`config.mk`:
```
export PLATFORM = sky130hd
export DESIGN_NAME = rv32i_encoder
export DESIGN_NICKNAME = d
export VERILOG_FILES = /design/src/rtl/rv32i_encoder.sv
export SDC_FILE = /design/constraint.sdc
export NUM_CORES = 1
export LEC_CHECK = 0
export CORE_ASPECT_RATIO = 0.6
export CORE_UTILIZATION = 40
export DETAILED_ROUTE_END_ITERATION = 7
export PLACE_DENSITY = 0.74
export SKIP_CTS_REPAIR_TIMING = 1
export SLEW_MARGIN = 0
export SYNTH_ARGS = -nofsm -noshare
export SYNTH_HDL_FRONTEND = slang
export SYNTH_SLANG_ARGS = --single-unit
```
`constraint.sdc`:
```
create_clock -name i_clk -period 10.69 [get_ports i_clk]
set_clock_uncertainty 0.2 [all_clocks]
set_input_delay 2.138 -clock i_clk [delete_from_list [all_inputs] [get_ports i_clk]]
set_output_delay 2.138 -clock i_clk [all_outputs]
set_load 0.05 [all_outputs]
```
`src/rtl/rv32i_encoder.sv`:
```
`default_nettype none
// ============================================================================
// Module   : rv32i_encoder
// Brief    : Streaming RV32I encoder from decoded micro-op fields to 32-bit
//            instruction words. It validates each request and buffers the
//            encoded words in a 2-entry output FIFO.
// Revision : 1.0 - initial release
// ============================================================================
module rv32i_encoder (
    input  logic        i_clk,
    input  logic        i_rst,
    input  logic        i_vld,
    output logic        o_rdy,
    input  logic [3:0]  i_cls,
    input  logic [3:0]  i_alu_op,
    input  logic [2:0]  i_br_f3,
    input  logic [4:0]  i_rd,
    input  logic [4:0]  i_rs1,
    input  logic [4:0]  i_rs2,
    input  logic [31:0] i_imm,
    output logic [31:0] o_instr,
    output logic        o_vld,
    input  logic        i_rdy,
    output logic        o_err,
    output logic [1:0]  o_err_code,
    output logic [15:0] o_emit_cnt,
    output logic [7:0]  o_err_cnt
);

    localparam logic [3:0] c_CLS_R      = 4'd0;
    localparam logic [3:0] c_CLS_I      = 4'd1;
    localparam logic [3:0] c_CLS_LOAD   = 4'd2;
    localparam logic [3:0] c_CLS_STORE  = 4'd3;
    localparam logic [3:0] c_CLS_BRANCH = 4'd4;
    localparam logic [3:0] c_CLS_JAL    = 4'd5;
    localparam logic [3:0] c_CLS_JALR   = 4'd6;
    localparam logic [3:0] c_CLS_LUI    = 4'd7;
    localparam logic [3:0] c_CLS_AUIPC  = 4'd8;

    localparam logic [1:0] c_ERR_NONE    = 2'b00;
    localparam logic [1:0] c_ERR_ILLEGAL = 2'b01;
    localparam logic [1:0] c_ERR_RANGE   = 2'b10;
    localparam logic [1:0] c_ERR_ALIGN   = 2'b11;

    localparam logic [6:0] c_F7_ALT = 7'b0100000;

    logic        [2:0]  w_f3;
    logic        [6:0]  w_f7;
    logic               w_alu_bad;
    logic               w_is_shift;
    logic               w_is_sub;
    logic signed [31:0] w_imm_s;
    logic               w_in_12;
    logic               w_in_br;
    logic               w_in_jal;
    logic        [31:0] w_word;
    logic        [1:0]  w_err;
    logic               w_accept;
    logic               w_push;
    logic               w_pop;

    logic [31:0] r_mem [0:1];
    logic        r_wr_ptr;
    logic        r_rd_ptr;
    logic [1:0]  r_count;
    logic        r_err;
    logic [1:0]  r_err_code;
    logic [15:0] r_emit_cnt;
    logic [7:0]  r_err_cnt;

    assign w_imm_s  = $signed(i_imm);
    assign w_in_12  = (w_imm_s >= -32'sd2048)    && (w_imm_s <= 32'sd2047);
    assign w_in_br  = (w_imm_s >= -32'sd4096)    && (w_imm_s <= 32'sd4094);
    assign w_in_jal = (w_imm_s >= -32'sd1048576) && (w_imm_s <= 32'sd1048574);

    assign w_is_shift = (i_alu_op == 4'b0101) || (i_alu_op == 4'b0110) || (i_alu_op == 4'b0111);
    assign w_is_sub   = (i_alu_op == 4'b0001);

    // ALU op to funct3/funct7; the same mapping serves R and I-ALU forms
    always_comb begin
        w_f3      = 3'b000;
        w_f7      = 7'b0000000;
        w_alu_bad = 1'b0;
        case (i_alu_op)
            4'b0000: w_f3 = 3'b000;
            4'b0001: begin w_f3 = 3'b000; w_f7 = c_F7_ALT; end
            4'b0010: w_f3 = 3'b111;
            4'b0011: w_f3 = 3'b110;
            4'b0100: w_f3 = 3'b100;
            4'b0101: w_f3 = 3'b001;
            4'b0110: w_f3 = 3'b101;
            4'b0111: begin w_f3 = 3'b101; w_f7 = c_F7_ALT; end
            4'b1000: w_f3 = 3'b010;
            4'b1001: w_f3 = 3'b011;
            default: w_alu_bad = 1'b1;
        endcase
    end

    // Check order in each branch sets the priority: illegal, misaligned, range
    always_comb begin
        w_word = 32'd0;
        w_err  = c_ERR_NONE;
        case (i_cls)
            c_CLS_R: begin
                w_word = {w_f7, i_rs2, i_rs1, w_f3, i_rd, 7'b0110011};
                if (w_alu_bad) w_err = c_ERR_ILLEGAL;
            end
            c_CLS_I: begin
                if (w_alu_bad || w_is_sub) begin
                    w_err = c_ERR_ILLEGAL;
                end else if (w_is_shift) begin
                    w_word = {w_f7, i_imm[4:0], i_rs1, w_f3, i_rd, 7'b0010011};
                    if (i_imm[31:5] != 27'd0) w_err = c_ERR_RANGE;
                end else begin
                    w_word = {i_imm[11:0], i_rs1, w_f3, i_rd, 7'b0010011};
                    if (!w_in_12) w_err = c_ERR_RANGE;
                end
            end
            c_CLS_LOAD: begin
                w_word = {i_imm[11:0], i_rs1, 3'b010, i_rd, 7'b0000011};
                if (!w_in_12) w_err = c_ERR_RANGE;
            end
            c_CLS_STORE: begin
                w_word = {i_imm[11:5], i_rs2, i_rs1, 3'b010, i_imm[4:0], 7'b0100011};
                if (!w_in_12) w_err = c_ERR_RANGE;
            end
            c_CLS_BRANCH: begin
                w_word = {i_imm[12], i_imm[10:5], i_rs2, i_rs1, i_br_f3,
                          i_imm[4:1], i_imm[11], 7'b1100011};
                if (i_br_f3 == 3'b010 || i_br_f3 == 3'b011) w_err = c_ERR_ILLEGAL;
                else if (i_imm[0])                          w_err = c_ERR_ALIGN;
                else if (!w_in_br)                          w_err = c_ERR_RANGE;
            end
            c_CLS_JAL: begin
                w_word = {i_imm[20], i_imm[10:1], i_imm[11], i_imm[19:12], i_rd, 7'b1101111};
                if (i_imm[0])       w_err = c_ERR_ALIGN;
                else if (!w_in_jal) w_err = c_ERR_RANGE;
            end
            c_CLS_JALR: begin
                w_word = {i_imm[11:0], i_rs1, 3'b000, i_rd, 7'b1100111};
                if (!w_in_12) w_err = c_ERR_RANGE;
            end
            c_CLS_LUI: begin
                w_word = {i_imm[31:12], i_rd, 7'b0110111};
                if (i_imm[11:0] != 12'd0) w_err = c_ERR_RANGE;
            end
            c_CLS_AUIPC: begin
                w_word = {i_imm[31:12], i_rd, 7'b0010111};
                if (i_imm[11:0] != 12'd0) w_err = c_ERR_RANGE;
            end
            default: w_err = c_ERR_ILLEGAL;
        endcase
    end

    assign o_rdy    = (r_count != 2'd2);
    assign o_vld    = (r_count != 2'd0);
    assign w_accept = i_vld & o_rdy;
    assign w_push   = w_accept & (w_err == c_ERR_NONE);
    assign w_pop    = o_vld & i_rdy;

    always_ff @(posedge i_clk) begin
        if (i_rst) begin
            r_mem[0]   <= 32'd0;
            r_mem[1]   <= 32'd0;
            r_wr_ptr   <= 1'b0;
            r_rd_ptr   <= 1'b0;
            r_count    <= 2'd0;
            r_err      <= 1'b0;
            r_err_code <= c_ERR_NONE;
            r_emit_cnt <= 16'd0;
            r_err_cnt  <= 8'd0;
        end else begin
            if (w_push) begin
                r_mem[r_wr_ptr] <= w_word;
                r_wr_ptr        <= ~r_wr_ptr;
            end
            if (w_pop) begin
                r_rd_ptr   <= ~r_rd_ptr;
                r_emit_cnt <= r_emit_cnt + 16'd1;
            end
            if (w_push && !w_pop)      r_count <= r_count + 2'd1;
            else if (!w_push && w_pop) r_count <= r_count - 2'd1;

            r_err      <= w_accept && (w_err != c_ERR_NONE);
            r_err_code <= w_accept ? w_err : c_ERR_NONE;
            if (w_accept && (w_err != c_ERR_NONE) && (r_err_cnt != 8'hFF))
                r_err_cnt <= r_err_cnt + 8'd1;
        end
    end

    assign o_instr    = r_mem[r_rd_ptr];
    assign o_err      = r_err;
    assign o_err_code = r_err_code;
    assign o_emit_cnt = r_emit_cnt;
    assign o_err_cnt  = r_err_cnt;

endmodule
`default_nettype wire

```
# Word-level counts from Yosys, hierarchy flattened
# Memory sizes are Yosys's and may differ from the RTL's. A register that Yosys moved wholly into a read port is not among the register bits.
# Cells that the tools add are included.
[word_totals] ff_bits=31 elab_cells=103 inputBits=62 n_memories=1 ram_bits=64
[classes] n_addsub=4 order_cmp=6 n_bitwise=6 mux=30 eq_ne=21 n_reduce_logical=28
[memory_table] memory="r_mem" depth=2 width=32 rd=1 rd_ports_with_merged_regs=1 wr=2 line="62" source="logic [31:0] r_mem [0:1];"
[op_table] cell="32-bit one-hot mux with 9 select lines" count=1
[op_table] cell="32-bit two-way mux" count=3
[op_table] cell="4-bit by 3-bit equality test with 1-bit output (second input constant)" count=8
[op_table] cell="32-bit by 12-bit greater-or-equal comparator with 1-bit output (second input constant)" count=1
[op_table] cell="32-bit by 13-bit greater-or-equal comparator with 1-bit output (second input constant)" count=1
[op_table] cell="32-bit by 21-bit greater-or-equal comparator with 1-bit output (second input constant)" count=1
[op_table] cell="32-bit by 12-bit less-or-equal comparator with 1-bit output (second input constant)" count=1
[op_table] cell="32-bit by 13-bit less-or-equal comparator with 1-bit output (second input constant)" count=1
[op_table] cell="32-bit by 21-bit less-or-equal comparator with 1-bit output (second input constant)" count=1
[op_table] cell="32-bit OR reduction" count=1
[op_table] cell="27-bit nonzero test" count=1
[op_table] cell="2-bit two-way mux" count=12
[op_table] cell="3-bit one-hot mux with 7 select lines" count=1
[op_table] cell="16-bit by 1-bit adder with 16-bit output (second input constant)" count=1
[op_table] cell="4-bit by 2-bit equality test with 1-bit output (second input constant)" count=4
[op_table] cell="4-bit equality test (second input constant)" count=3
[op_table] cell="2-bit one-hot mux with 6 select lines" count=1
[op_table] cell="12-bit nonzero test" count=1
[op_table] cell="1-bit two-way mux" count=11
[op_table] cell="10-bit OR reduction" count=1
[op_table] cell="8-bit by 1-bit adder with 8-bit output (second input constant)" count=1
[op_table] cell="4-bit by 1-bit equality test with 1-bit output (second input constant)" count=2
[op_table] cell="4-bit zero test" count=2
[op_table] cell="8-bit inequality test (second input constant)" count=1
[op_table] cell="other kinds (14)" count=34

# Longest topological paths before layout
# Gate-level depths: netlist of the first run.
[depth] word_depth=13 depth_mapped=11 depth_no_buf=10

# Least setup slack after synthesis of the first run
# No wires, ideal clock.
[synth_path] kind="in2reg" start="input i_alu_op[1]" end="memory r_mem[0][0], enable pin" setup_slack_ps=5282 stages=7 path_buffers=1 t_arrival_ps=4782 required_time_ps=10064 path_cell_list="buf_6 -> or4b_1 -> nand3_1 -> a41o_1 -> o32a_2 -> nand4_4 -> o21bai_1"
[synth_rtl] element="start: declaration" line="15" source="input logic [3:0] i_alu_op,"
[synth_rtl] element="end: declaration" line="62"

==> metrics, run 1 <==
row cnt 31; RSZ-0062 raised after global routing false; Seq/Total Area, Yosys 49.59%; fin. max-slew vios 0; Port Buf Inserts 122; Global Route Usage Sum 21.25%; Die Y 89 um; Yosys top cell by area edfxtp_1; Slew @ Worst Pin 936.0 ps; min Tclk post-route 5996 ps; Clock Tree Root clkbuf_16; Worst VDD drop 0.07773 mV; Critical Path End Type flop; Reg2Reg Depth 8; mapped cell area 5046 um^2; grt ovf 0; WL/cell 18.15 um; total routed wirelength 13,720 um; Pleak 2.360 nW; GRT busiest layer met2; Final ANT Viol Nets 0; Setup TNS Final 0 ps; layout cell share with drive strength beyond 1 14.89%; antenna violations before repair 0; clock sink count 94; max cap viols 0; Hold Path Cell Cnt 2; Layout area overhead 32.38%; kind of critical path in -> reg; chip width 147 um; DRT iter0 DRCs 261; Clock Path Buffers 2; CTS clk-pin slew, worst paths 70 ps; synthesized instance count 476; Worst R2R Start r_count[0]; Post-Syn Nets 541; clk_lat worst skew 340 ps; most common cell in the synthesized netlist nor2_1; total CTS buffers 9; Final Hold Fails 0; reg2reg end r_mem[1][26]; #FFs+latches synth 94; Hold Crit Endpoint o_emit_cnt[1]; Post-synth EDFFs 62; total number of vias 4,145; DP HPWL 9992 um; Die Area 13,080 um^2; FMAX 0.1668 GHz; Residual DRC 0; Final nets 651; most instantiated cells after synthesis nor2_1, edfxtp_1, mux2_2; first-pass GRT wire length 21,130 um; top cells by area, synth edfxtp_1, dfxtp_1, mux2_2; GR Util met3 5.612%; PD cells 179.4 nW/um^2; Hold Startpoint o_emit_cnt[1]; Core Area 12,180 um^2; Async SR Flop Fraction 0%; Mean Syn Cell Area 10.60 um^2; reg-to-reg slack, setup 7680 ps; Synth top area share 36.90%; Initial Util 41.43%; Setup crit start kind input port; final core occ 54.85%; H-tree depth 3; top_reg_cell synth edfxtp_1; crit path DAT 5800 ps; grt met1 use 30.05%; multi-input logic area 2350 um^2; fillers 1,075; synth warn 0; path category of the worst min-delay check reg -> reg; peak fanout along the critical path 32; largest net degree at the start of global routing 41; Slew Limit Headroom 37.55%; CTS tree done; antenna diode count 0; Final Cycle Share 56.09%; register area 2502 um^2; via/cell ratio 5.483; Top-Level Pins 123; M2 GR Usage 32.40%; outcome complete, no violations; number of global-route vias before repair 4,062; routability cong. 0.8078; setup violators final 0; CP Data Required Time 10,500 ps; DRT Pass-1 Iters 5; Unique masters post-synth 70
[state kept, by name, indices dropped and copies added, names as in the netlist, named ones only]
| signal | flops |
|---|---|
| o_emit_cnt | 16 |
| r_wr_ptr | 1 |
| r_rd_ptr | 1 |
| r_count | 2 |
| o_err_code | 2 |
| o_err | 1 |
| o_err_cnt | 8 |
| r_mem | 62 |
[area by class of cell]
type                       count  share of cell area (%)
inverter                       9                  0.5057
tap                          165                   3.090
timing repair buffer         128                   18.95
clock inverter                 6                   1.386
multi-input combinational    344                   35.18
sequential                    94                   37.46
clock buffer                  10                   3.428
[stage by stage]
stage | hold WS, ps | setup WS (ps) | power [mW] | cells | instance area [um^2]
4_1_cts | 310.6 | 4745 | 1.206 | 756 | 6680
3_3_place_gp | 280.2 | 4483 | 0.8558 | 740 | 6359
2_1_floorplan | 266.7 | 5282 | 0.7210 | 476 | 5046
6_report | 310.9 | 4694 | 1.198 | 756 | 6680
5_1_grt | 345.3 | 4490 | 1.242 | 756 | 6680
3_5_place_dp | 301.7 | 4384 | 0.8599 | 740 | 6359
[cell usage in the layout (no fill, tap or decap), types with 9 or more instances in the layout]
cell,netlist,final
clkbuf_16,0,9
nand4_1,13,13
a21oi_1,18,18
nor2_1,75,75
xor2_1,16,16
nor2b_1,16,16
inv_1,9,9
clkdlybuf4s50_1,0,122
nand2_1,22,22
a22oi_1,9,9
and3_1,10,10
edfxtp_1,62,62
dfxtp_1,32,32
nand3_1,14,14
mux2_2,33,33
[critical path, stage by stage]
cell	delay (ps)
clkdlybuf4s50_1	1010
nor2_1	340
nand3_1	230
a2bb2oi_1	100
o21ai_2	310
nand4_4	180
or3b_2	460
buf_4	300
nand2b_1	300
buf_4	390
[report_power, final]
group	switching, mW	internal (mW)
clock	0.138	0.207
combinational	0.266	0.159
sequential	0.0134	0.414
total	0.418	0.780
[how the worst max path moves through the flow]
stage	startpoint	to	slack, ps	cells past startpoint
floorplan	i_alu_op[1]	r_mem[0][0]	5280	7
global placement	i_cls[0]	r_mem[1][26]	4480	10
detailed placement	i_cls[0]	r_mem[1][27]	4380	10
finish	i_cls[0]	r_mem[1][26]	4690	10
global route	i_cls[0]	r_mem[1][26]	4490	10
CTS	i_cls[0]	r_mem[1][30]	4750	10
[per-layer routing]
metal	vias to the layer above	part of all wire, %
li1	1975	-
met1	1971	47
met2	188	43
met3	11	8.7
met4	0	0.91
met5	-	0
[kinds of logic (layout without fill, tap and decap cells)]
| group | Yosys count | after routing | synth area share, % |
|---|---|---|---|
| buf+inv | 38 | 153 | 3.918 |
| compound gates | 80 | 80 | 12.05 |
| xor+xnor | 21 | 21 | 3.645 |
| mux | 38 | 38 | 8.455 |
| fa+ha+maj | 3 | 3 | 0.7439 |
| simple gates | 202 | 202 | 21.60 |
| flops | 94 | 94 | 49.59 |
(Power assumes the default switching activity.)
==> inputs of run 2 (changes only) <==
PLACE_DENSITY = 0.76   (was 0.74)
clock period = 5.5 ns   (was 10.69 ns; I/O delays follow)
==> run 2 against run 1 <==
Global-route usage is 0.38 points higher. Sequential share of layout area hardly changed. Clock power is 81% higher. Die area unchanged. Setup slack got worse by 3500 ps. Hold slack worse by 1.4 ps. First-iteration DRC count rose by 34%. Non-clock buffer count grew 2. Clock-buffer cell count grew 3. Critical path type unchanged. Largest power group unchanged.
==> metrics, run 2 (same netlist as run 1, synthesis figures left out) <==
commonest non-fill, non-tap cell in the layout clkdlybuf4s50_1; FMAX 0.2297 GHz; crit-path max cell delay 1010 ps (about the same); CP delay by family, top buffers and inverters; Final Cycle Share 79.16%; number of global-route vias before repair 4,016 (-1.1%); Most flops, register r_mem; antenna violations before repair 0 (unchanged); PD cells 342.2 nW/um^2 (+91%); Post-Place Setup Slack 877.1 ps (-3507 ps); non-filler instance count after layout 758 (+0.26%); Final nets 653 (+0.31%); setup violators final 0 (unchanged); number of flip-flops in the largest register 62 (unchanged); kind of critical path in -> reg; Layout area overhead 32.43% (about the same); Slew Limit Headroom 44.39% (+6.8 points); slowest stage cell, crit path clkdlybuf4s50_1; max layer used met4; Sw Share 34.94% (+0.064 points); via/cell ratio 5.468 (-0.26%); DP Area 6374 um^2 (+0.24%); RSZ-0062 raised after global routing false; layout cell share with drive strength beyond 1 14.67% (-0.22 points); routed length on met3 1070 um (-11%); WL/cell 18.06 um (-0.49%); Top-Level Pins 123 (unchanged); reg-to-reg slack, setup 3020 ps (-4660 ps); Int Pwr 1.488 mW (+91%); outcome complete, no violations; path category of the worst min-delay check reg -> reg; antenna diode count 0 (unchanged); peak fanout along the critical path 31 (-3.1%); Slew @ Worst Pin 831.5 ps (-104.5 ps); Routed met1 length 6419 um (-0.88%); DRT iter0 DRCs 350 (+34%); CTS clk-pin slew, worst paths 60 ps (about the same); max cap viols 0 (unchanged); worst setup margin 1146 ps (-3548 ps); Cells after DPL 742 (+0.27%); CP Data Required Time 5290 ps (-5210 ps); Sw Pwr 798.9 uW (+91%); clk_lat worst skew 340 ps (about the same); Setup crit start kind input port; sequential power share 36.5% (+0.8 points); Logic pwr share 36.1% (+0.6 points); Clk pwr share 27.4% (-1.4 points); chip width 147 um (unchanged); grt ovf 0 (unchanged); Worst VDD drop 0.2584 mV (+230%); clock sink count 94 (unchanged); largest net degree at the start of global routing 32 (-22%); Clock Tree Root clkbuf_16; CTS tree done; routability cong. 0.9017 (+12%); total number of vias 4,145 (unchanged); Residual DRC 0 (unchanged); Port Buf Inserts 122 (unchanged); Core Area 12,180 um^2 (unchanged); Global Route Usage Sum 21.63% (+0.38 points); H-tree depth 3 (unchanged); Setup TNS Final 0 ps (unchanged); DR WL met2 6010 um (+1.5%); total CTS buffers 9 (unchanged); Die Y 89 um (unchanged); total routed wirelength 13,690 um (-0.23%); commonest non-fill, non-tap cells in the layout clkdlybuf4s50_1, nor2_1, edfxtp_1; fin. max-slew vios 0 (unchanged); crit path DAT 4140 ps (-1660 ps); Pleak 2.378 nW (+0.77%); design area 6683 um^2 (about the same); Die Area 13,080 um^2 (unchanged); DP HPWL 9847 um (-1.4%); Final ANT Viol Nets 0 (unchanged); min Tclk post-route 4354 ps; Clock Path Buffers 2 (unchanged); worst-path cell chain clkdlybuf4s50_1, nor2_1, nand3_1, a2bb2oi_1, o21ai_2, nand4_4, or3b_1, nand2b_1, buf_4; Initial Util 41.43% (unchanged); Final Hold Fails 0 (unchanged); Buf+Inv Stages, Crit Path 2 (-1); first-pass GRT wire length 21,420 um (+1.4%); row cnt 31 (unchanged); Critical Path End Type flop; DRT Pass-1 Iters 6 (+1)
-- run 2: cell count changes in the layout (fill, tap and decap cells not counted), sizes merged --
cell and delta:
bufinv -2, clkinv +1, clkinvlp -2, clkbuf +3, buf +2
-- run 2: layout make-up --
type | count | area (um^2)
repair buffers | 130 | 1281
clock buffers | 13 | 292.8
clock inverters | 3 | 16.27
flip-flops and latches | 94 | 2502
multi-input cells | 344 | 2350
inverters | 9 | 33.78
fillers | 1097 | 5497
well taps | 165 | 206.4
-- run 2: worst reg2reg max path: cells and delay by family, from the launching register on --
kind          cells  cell delay, ps
simple gates      6            1130
flops             1             400
buf+inv           1             370
-- run 2: power by group through the flow --
stage / sequential (mW) / clock, mW / combinational, mW
finish: 0.834 / 0.626 / 0.826
global route: 0.840 / 0.667 / 0.867
floorplan: 0.876 / 0 / 0.525
detailed placement: 0.849 / 0 / 0.825
CTS: 0.834 / 0.637 / 0.830
global placement: 0.845 / 0 / 0.820
-- run 2: metal layers --
layer / global-route usage [%] / vias to the layer above
met3: 5.051 / 18
met4: 5.904 / 0
met1: 29.96 / 1959
met2: 34.30 / 196
met5: 0 / -
li1: - / 1972
-- run 2: path summary, 6_finish.rpt --
path	cells past startpoint	endpoint	start
max	9	r_mem[1][21]	i_cls[0]
min	2	r_count[1]	r_count[1]
max reg2reg	7	r_mem[1][21]	r_count[0]
min reg2reg	2	r_count[1]	r_count[1]
-- run 2: stage by stage --
| stage | hold WS (ps) | utilization (%) | power [mW] |
|---|---|---|---|
| 2_1_floorplan | 266.7 | - | 1.401 |
| 3_3_place_gp | 281.5 | 52.33 | 1.665 |
| 3_5_place_dp | 292.0 | 52.33 | 1.674 |
| 4_1_cts | 303.3 | 54.87 | 2.302 |
| 5_1_grt | 312.1 | 54.87 | 2.374 |
| 6_report | 309.5 | 54.87 | 2.287 |
